### src/rtl/bn_pkg.sv
// Shared BN-pipeline constants and counter types for the BN-ADD to BN-MULT packer.
// Latency: n/a (package).
// Backpressure: n/a (package).
package bn_pkg;

    localparam int BN_BEAT_W   = 256;   // one BN-ADD beat: 16 ch x 16 bit
    localparam int BN_BEATS    = 4;     // beats per BN-MULT word
    localparam int BN_WORD_W   = 1024;  // 64 ch x 16 bit
    localparam int BN_MULT_GAP = 10;    // min cycles between BN-MULT words, start to start

    typedef logic [2:0] fill_cnt_t;     // 0..4 beats held in the fill buffer
    typedef logic [3:0] gap_cnt_t;      // cycles left before the output may reload

endpackage : bn_pkg

### src/rtl/bn_add_res_packer.sv
// Packs four 256-bit BN-ADD beats into one 1024-bit word with a one-cycle valid pulse to BN-MULT.
// Latency: pulse in the cycle after the 4th beat is accepted when the output is free; pulses are spaced >= GAP cycles.
// Backpressure: in_rdy drops while a complete word waits for the gap to expire; derived from registered state only.
//
// Ports:
//   clk          rising-edge clock
//   rst          asynchronous active-low reset
//   in_data      BN-ADD beat, beat 0 lands in word bits [BEAT_W-1:0]
//   in_v/in_rdy  beat handshake, transfer on in_v && in_rdy
//   flush        (BNPACK_FLUSH_EN only) close a partial word, unfilled slices read as zero
//   pack_res_w   packed word, held stable between loads
//   pack_res_v_w one-cycle valid pulse per loaded word
// Optional feature macro: BNPACK_FLUSH_EN (adds the flush port).
module bn_add_res_packer
    import bn_pkg::*;
#(
    parameter int BEAT_W = BN_BEAT_W,
    parameter int BEATS  = BN_BEATS,
    parameter int GAP    = BN_MULT_GAP
) (
    input  logic                    clk,
    input  logic                    rst,
    input  logic [BEAT_W-1:0]       in_data,
    input  logic                    in_v,
    output logic                    in_rdy,
`ifdef BNPACK_FLUSH_EN
    input  logic                    flush,
`endif
    output logic [BEAT_W*BEATS-1:0] pack_res_w,
    output logic                    pack_res_v_w
);

    localparam int        WORD_W     = BEAT_W * BEATS;
    localparam fill_cnt_t FILL_FULL  = fill_cnt_t'(BEATS);
    localparam gap_cnt_t  GAP_RELOAD = gap_cnt_t'(GAP - 1);

    fill_cnt_t          fill_cnt_q, fill_cnt_d;
    logic [WORD_W-1:0]  fill_buf_q, fill_buf_d;
    logic [WORD_W-1:0]  out_buf_q,  out_buf_d;
    gap_cnt_t           gap_cnt_q,  gap_cnt_d;
    logic               vld_q,      vld_d;

    // Intermediate view of the fill side after this edge's beat (and flush),
    // before deciding whether the word moves to the output.
    fill_cnt_t          fill_cnt_nxt;
    logic [WORD_W-1:0]  fill_buf_nxt;
    logic               beat_acc;
    logic               load;

    // rst is folded in so upstream sees not-ready throughout reset.
    assign in_rdy   = rst && (fill_cnt_q != FILL_FULL);
    assign beat_acc = in_v && in_rdy;

    always_comb begin
        fill_cnt_nxt = fill_cnt_q;
        fill_buf_nxt = fill_buf_q;

        if (beat_acc) begin
            for (int k = 0; k < BEATS; k++) begin
                if (fill_cnt_q == fill_cnt_t'(k)) begin
                    fill_buf_nxt[k*BEAT_W +: BEAT_W] = in_data;
                end
            end
            fill_cnt_nxt = fill_cnt_q + fill_cnt_t'(1);
        end

`ifdef BNPACK_FLUSH_EN
        // A partial word is closed by zeroing the slices not yet written;
        // stale data from an earlier word may still sit there.
        if (flush && (fill_cnt_nxt != '0) && (fill_cnt_nxt != FILL_FULL)) begin
            for (int k = 0; k < BEATS; k++) begin
                if (fill_cnt_t'(k) >= fill_cnt_nxt) begin
                    fill_buf_nxt[k*BEAT_W +: BEAT_W] = '0;
                end
            end
            fill_cnt_nxt = FILL_FULL;
        end
`endif
    end

    // Covers both the bypass case (4th beat this edge: fill_buf_nxt already
    // holds in_data in the top slice) and the deferred load from fill_buf.
    assign load = (gap_cnt_q == '0) && (fill_cnt_nxt == FILL_FULL);

    always_comb begin
        fill_buf_d = fill_buf_nxt;
        fill_cnt_d = fill_cnt_nxt;
        out_buf_d  = out_buf_q;
        vld_d      = 1'b0;
        gap_cnt_d  = (gap_cnt_q != '0) ? gap_cnt_q - gap_cnt_t'(1) : gap_cnt_q;

        if (load) begin
            out_buf_d  = fill_buf_nxt;
            fill_cnt_d = '0;
            gap_cnt_d  = GAP_RELOAD;
            vld_d      = 1'b1;
        end
    end

    always_ff @(posedge clk or negedge rst) begin
        if (!rst) begin
            fill_cnt_q <= '0;
            fill_buf_q <= '0;
            out_buf_q  <= '0;
            gap_cnt_q  <= '0;
            vld_q      <= 1'b0;
        end else begin
            fill_cnt_q <= fill_cnt_d;
            fill_buf_q <= fill_buf_d;
            out_buf_q  <= out_buf_d;
            gap_cnt_q  <= gap_cnt_d;
            vld_q      <= vld_d;
        end
    end

    assign pack_res_w   = out_buf_q;
    assign pack_res_v_w = vld_q;

endmodule : bn_add_res_packer

### config.mk
export PLATFORM = sky130hd
export DESIGN_NAME = bn_add_res_packer
export DESIGN_NICKNAME = d
export VERILOG_FILES = /design/src/rtl/bn_pkg.sv /design/src/rtl/bn_add_res_packer.sv
export SDC_FILE = /design/constraint.sdc
export NUM_CORES = 2
export LEC_CHECK = 0
export BUFFER_PORTS_ARGS = -buffer_cell sky130_fd_sc_hd__clkbuf_2
export CAP_MARGIN = 20
export CELL_PAD_IN_SITES_DETAIL_PLACEMENT = 0
export CELL_PAD_IN_SITES_GLOBAL_PLACEMENT = 1
export CORE_AREA = 5 5 498 500
export DETAILED_ROUTE_END_ITERATION = 7
export DIE_AREA = 0 0 503 505
export PLACE_DENSITY_LB_ADDON = 0.12
export SETUP_SLACK_MARGIN = 0.4
export SLEW_MARGIN = 20
export SYNTH_ARGS = -nofsm -noshare
export SYNTH_HDL_FRONTEND = slang
export SYNTH_SLANG_ARGS = --single-unit
### constraint.sdc
create_clock -name clk -period 5.4 [get_ports clk]
set_clock_uncertainty 0.15 [all_clocks]
set_input_delay 0.27 -clock clk [delete_from_list [all_inputs] [get_ports clk]]
set_output_delay 0.27 -clock clk [all_outputs]
set_load 0.02 [all_outputs]
==> impl_metrics.toml <==
[route]
first_pass_iters = 5
ant_nets = 0
drcViolationCount = 0
post_drt_wl_per_cell_um = 26.06
drt_wl_total_um = 245500
vias = 43360
drtIter0Drc = 1772
vias_per_cell = 4.604

[place]
dp_cells = 8723
place.gp.congestion = 0.7856
post-place-ws_ns = 1.823
portBuffers = 1284
dp_hpwl_um = 175400

[min_path]
hold_class = "in2reg"
hold_path_end = "fill_buf_q[833]"
hold_start = "in_data[65]"
min_path_cells = 3

[synthesis]
synth_area_um2 = 76350
synth_nets = 4640
synth.most_common_cell = "dfrtp_1"
yosys-top-cells-count = "dfrtp_1, mux2_2, buf_2, mux2_1, buf_4"
yosys.area.top_type = "dfrtp_1"
yosysUniqueCellTypes = 31
yosysTopAreaCellShare_pct = 67.39
synth_seq_cells = 2056
ys.flop_type = "dfrtp_1"
ys_seq_area_share_pct = 67.39
yosys-top-cells-area = "dfrtp_1, mux2_2, mux2_1"
synthCells = 4375
ys.warnings.count = 0
syn_avg_cell_area_um2 = 17.45
synth_edf_count = 0
synth_async_sr_flop_share_pct = 100.0

[clocking]
cts_buffers = 228
cts_max_level = 4
numClockSinks = 2056
cts_buffer_depth = 3
cts_tree = "done"
root_buffer = "clkbuf_16"
clock_latency_ns = 0.84
cts_resized = 0
clk_pin_slew_ns = 0.06

[critical_path]
reg2reg_to = "pack_res_w[665]"
critPathLaunchType = "input pin"
path_delay_family = "buffers and inverters"
cp.arrival_ns = 4.19
rr_worst_depth = 9
path_cells = "dlygate4sd3_1, dlygate4sd3_1, buf_12, and2_1, a21oi_1, nor4_4, buf_12, buf_4, buf_12, mux2_2"
max_stage_delay_ns = 0.60
r2r_slack_ns = 1.98
crit_path_frequent_cell = "buf_12"
critPathKind = "in2reg"
crit_fanout = 71
critical_path_buf_inv_count = 6
end_kind = "flip-flop"
slowest_stage = "dlygate4sd3_1"
crit_required_ns = 5.96
timing.rr.start = "fill_cnt_q[0]"

[timing]
final.setup.tns_ns = 0
clock.fmax_mhz = 275.4
fin_crit_ns = 3.631
setup_viol = 0
maxSlewHeadroom_pct = 29.17
hold_viol = 0
rsz0062_at_grt = "no"
fin_crit_sh_pct = 67.24
fin_ws_ns = 1.769
worstMarginPinSlew_ns = 1.062
slew_viol_final = 0

[global_route]
antenna_found_initial = 46
track_usage_pct = 19.00
grt_pass1_vias = 46580
grt_max_degree = 165
grt_pass1_wl_um = 352500
grt_overflow = 0

[floorplan]
die_h_um = 505
die_x_um = 503
rows = 181
dieArea_um2 = 254000
start_util_pct = 31.48
pin_count = 1285
fp.coreArea_um2 = 242500

[flow_run]
drv_cap = 0

[finish]
drive_above_1_share_pct = 59.29
synthToLayoutAreaGrowth_pct = 26.60
final_cell_count_no_fill = 9418
nets = 6276
finish.utilization_pct = 39.85

[power_and_ir_drop]
p_per_area_nw_per_um2 = 598.9
power_leakage_nw = 47.46
ir_worst_vdd_mv = 0.2935

[status]
status = "completed"
==> layout by cell type, fill, tap and decap left out, types with 2 or more instances in the layout <==
cell,instances
buf_12,39
buf_6,2
clkinvlp_4,2
nand3_4,2
dlygate4sd3_1,259
clkbuf_8,62
ha_1,6
a21oi_1,2
buf_4,49
clkbuf_2,1283
clkinv_16,6
nor2b_1,2
inv_6,2
clkbuf_1,69
nor2_1,4
clkinv_2,28
inv_16,2
inv_1,7
nand2_1,3
nand2_4,2
clkinv_8,2
mux2_2,1949
mux2_1,100
dfrtp_1,2056
clkinv_4,2
clkbuf_16,230
bufinv_16,7
and2_1,2
diode_2,23
==> routing by layer <==
| layer | wire, um | vias up | GRT usage [%] |
|---|---|---|---|
| met2 | 117100 | 1160 | 31.50 |
| li1 | - | 18830 | - |
| met1 | 99750 | 23040 | 23.25 |
| met4 | 5810 | 14 | 4.174 |
| met3 | 22670 | 317 | 7.696 |
| met5 | 91 | - | 0 |
==> flip-flops by register name, indices dropped and copies added (netlist names) <==
name and cells:
fill_buf_q 1024, pack_res_w 1024, gap_cnt_q 4, fill_cnt_q 3
pack_res_v_w 1
==> stage by stage <==
stage	hold WS, ns	total power, mW	area, um2
after global routing	0.06056	61.17	96630
after floorplan	-0.1756	35.20	76350
final	0.1138	57.89	96660
after CTS	0.02539	58.95	96590
after global placement	0.02928	42.48	86450
after detailed placement	0.03174	42.97	86450
==> power breakdown <==
part           switching, mW  internal [mW]
logic                   10.5           7.59
registers               2.45           22.0
clock network           6.41           9.02
total                   19.3           38.6
==> worst max-delay path by stage <==
stage               slack [ns]  cells past startpoint               to          start
floorplan                 2.93                     10  pack_res_w[875]  fill_cnt_q[0]
global placement          1.83                      4   pack_res_w[31]            rst
detailed placement        1.82                      4   fill_buf_q[31]            rst
CTS                       1.77                      6  fill_buf_q[539]            rst
global route              1.65                     10  pack_res_w[128]            rst
finish                    1.77                     10  pack_res_w[665]            rst
==> kinds of logic (layout without fill, tap and decap cells) <==
logic type | Yosys count | count (layout) | share of synthesized area [%]
DFF | 2056 | 2056 | 67.39
muxes | 2050 | 2050 | 30.23
AOI/OAI and AO/OA | 8 | 8 | 0.07868
and+or+nand+nor | 20 | 20 | 0.1442
adders and majority gates | 6 | 6 | 0.09833
other | 0 | 23 | 0
buffers and inverters | 234 | 2052 | 2.045
xor gates and xnor gates | 1 | 1 | 0.01147
==> repair_timing <==
action	CTS	global route
hold buffers	260	0
setup buffers	0	0
hold endpoints to repair	2798	0
==> worst min-delay path, cell delays in order <==
cell and delay [ns]:
dlygate4sd3_1 0.52, clkbuf_2 0.14, mux2_2 0.16
==> area by class of cell <==
type	instances	area [um2]
antenna	23	57.56
clock buffer	361	6868
clock inverter	51	653.1
fill	22970	145900
inverter	7	26.28
multi-input combinational	2085	23390
sequential	2056	51450
tap	3202	4006
timing repair buffer	1633	10210
Note: power is estimated with default switching activity, not from simulation.
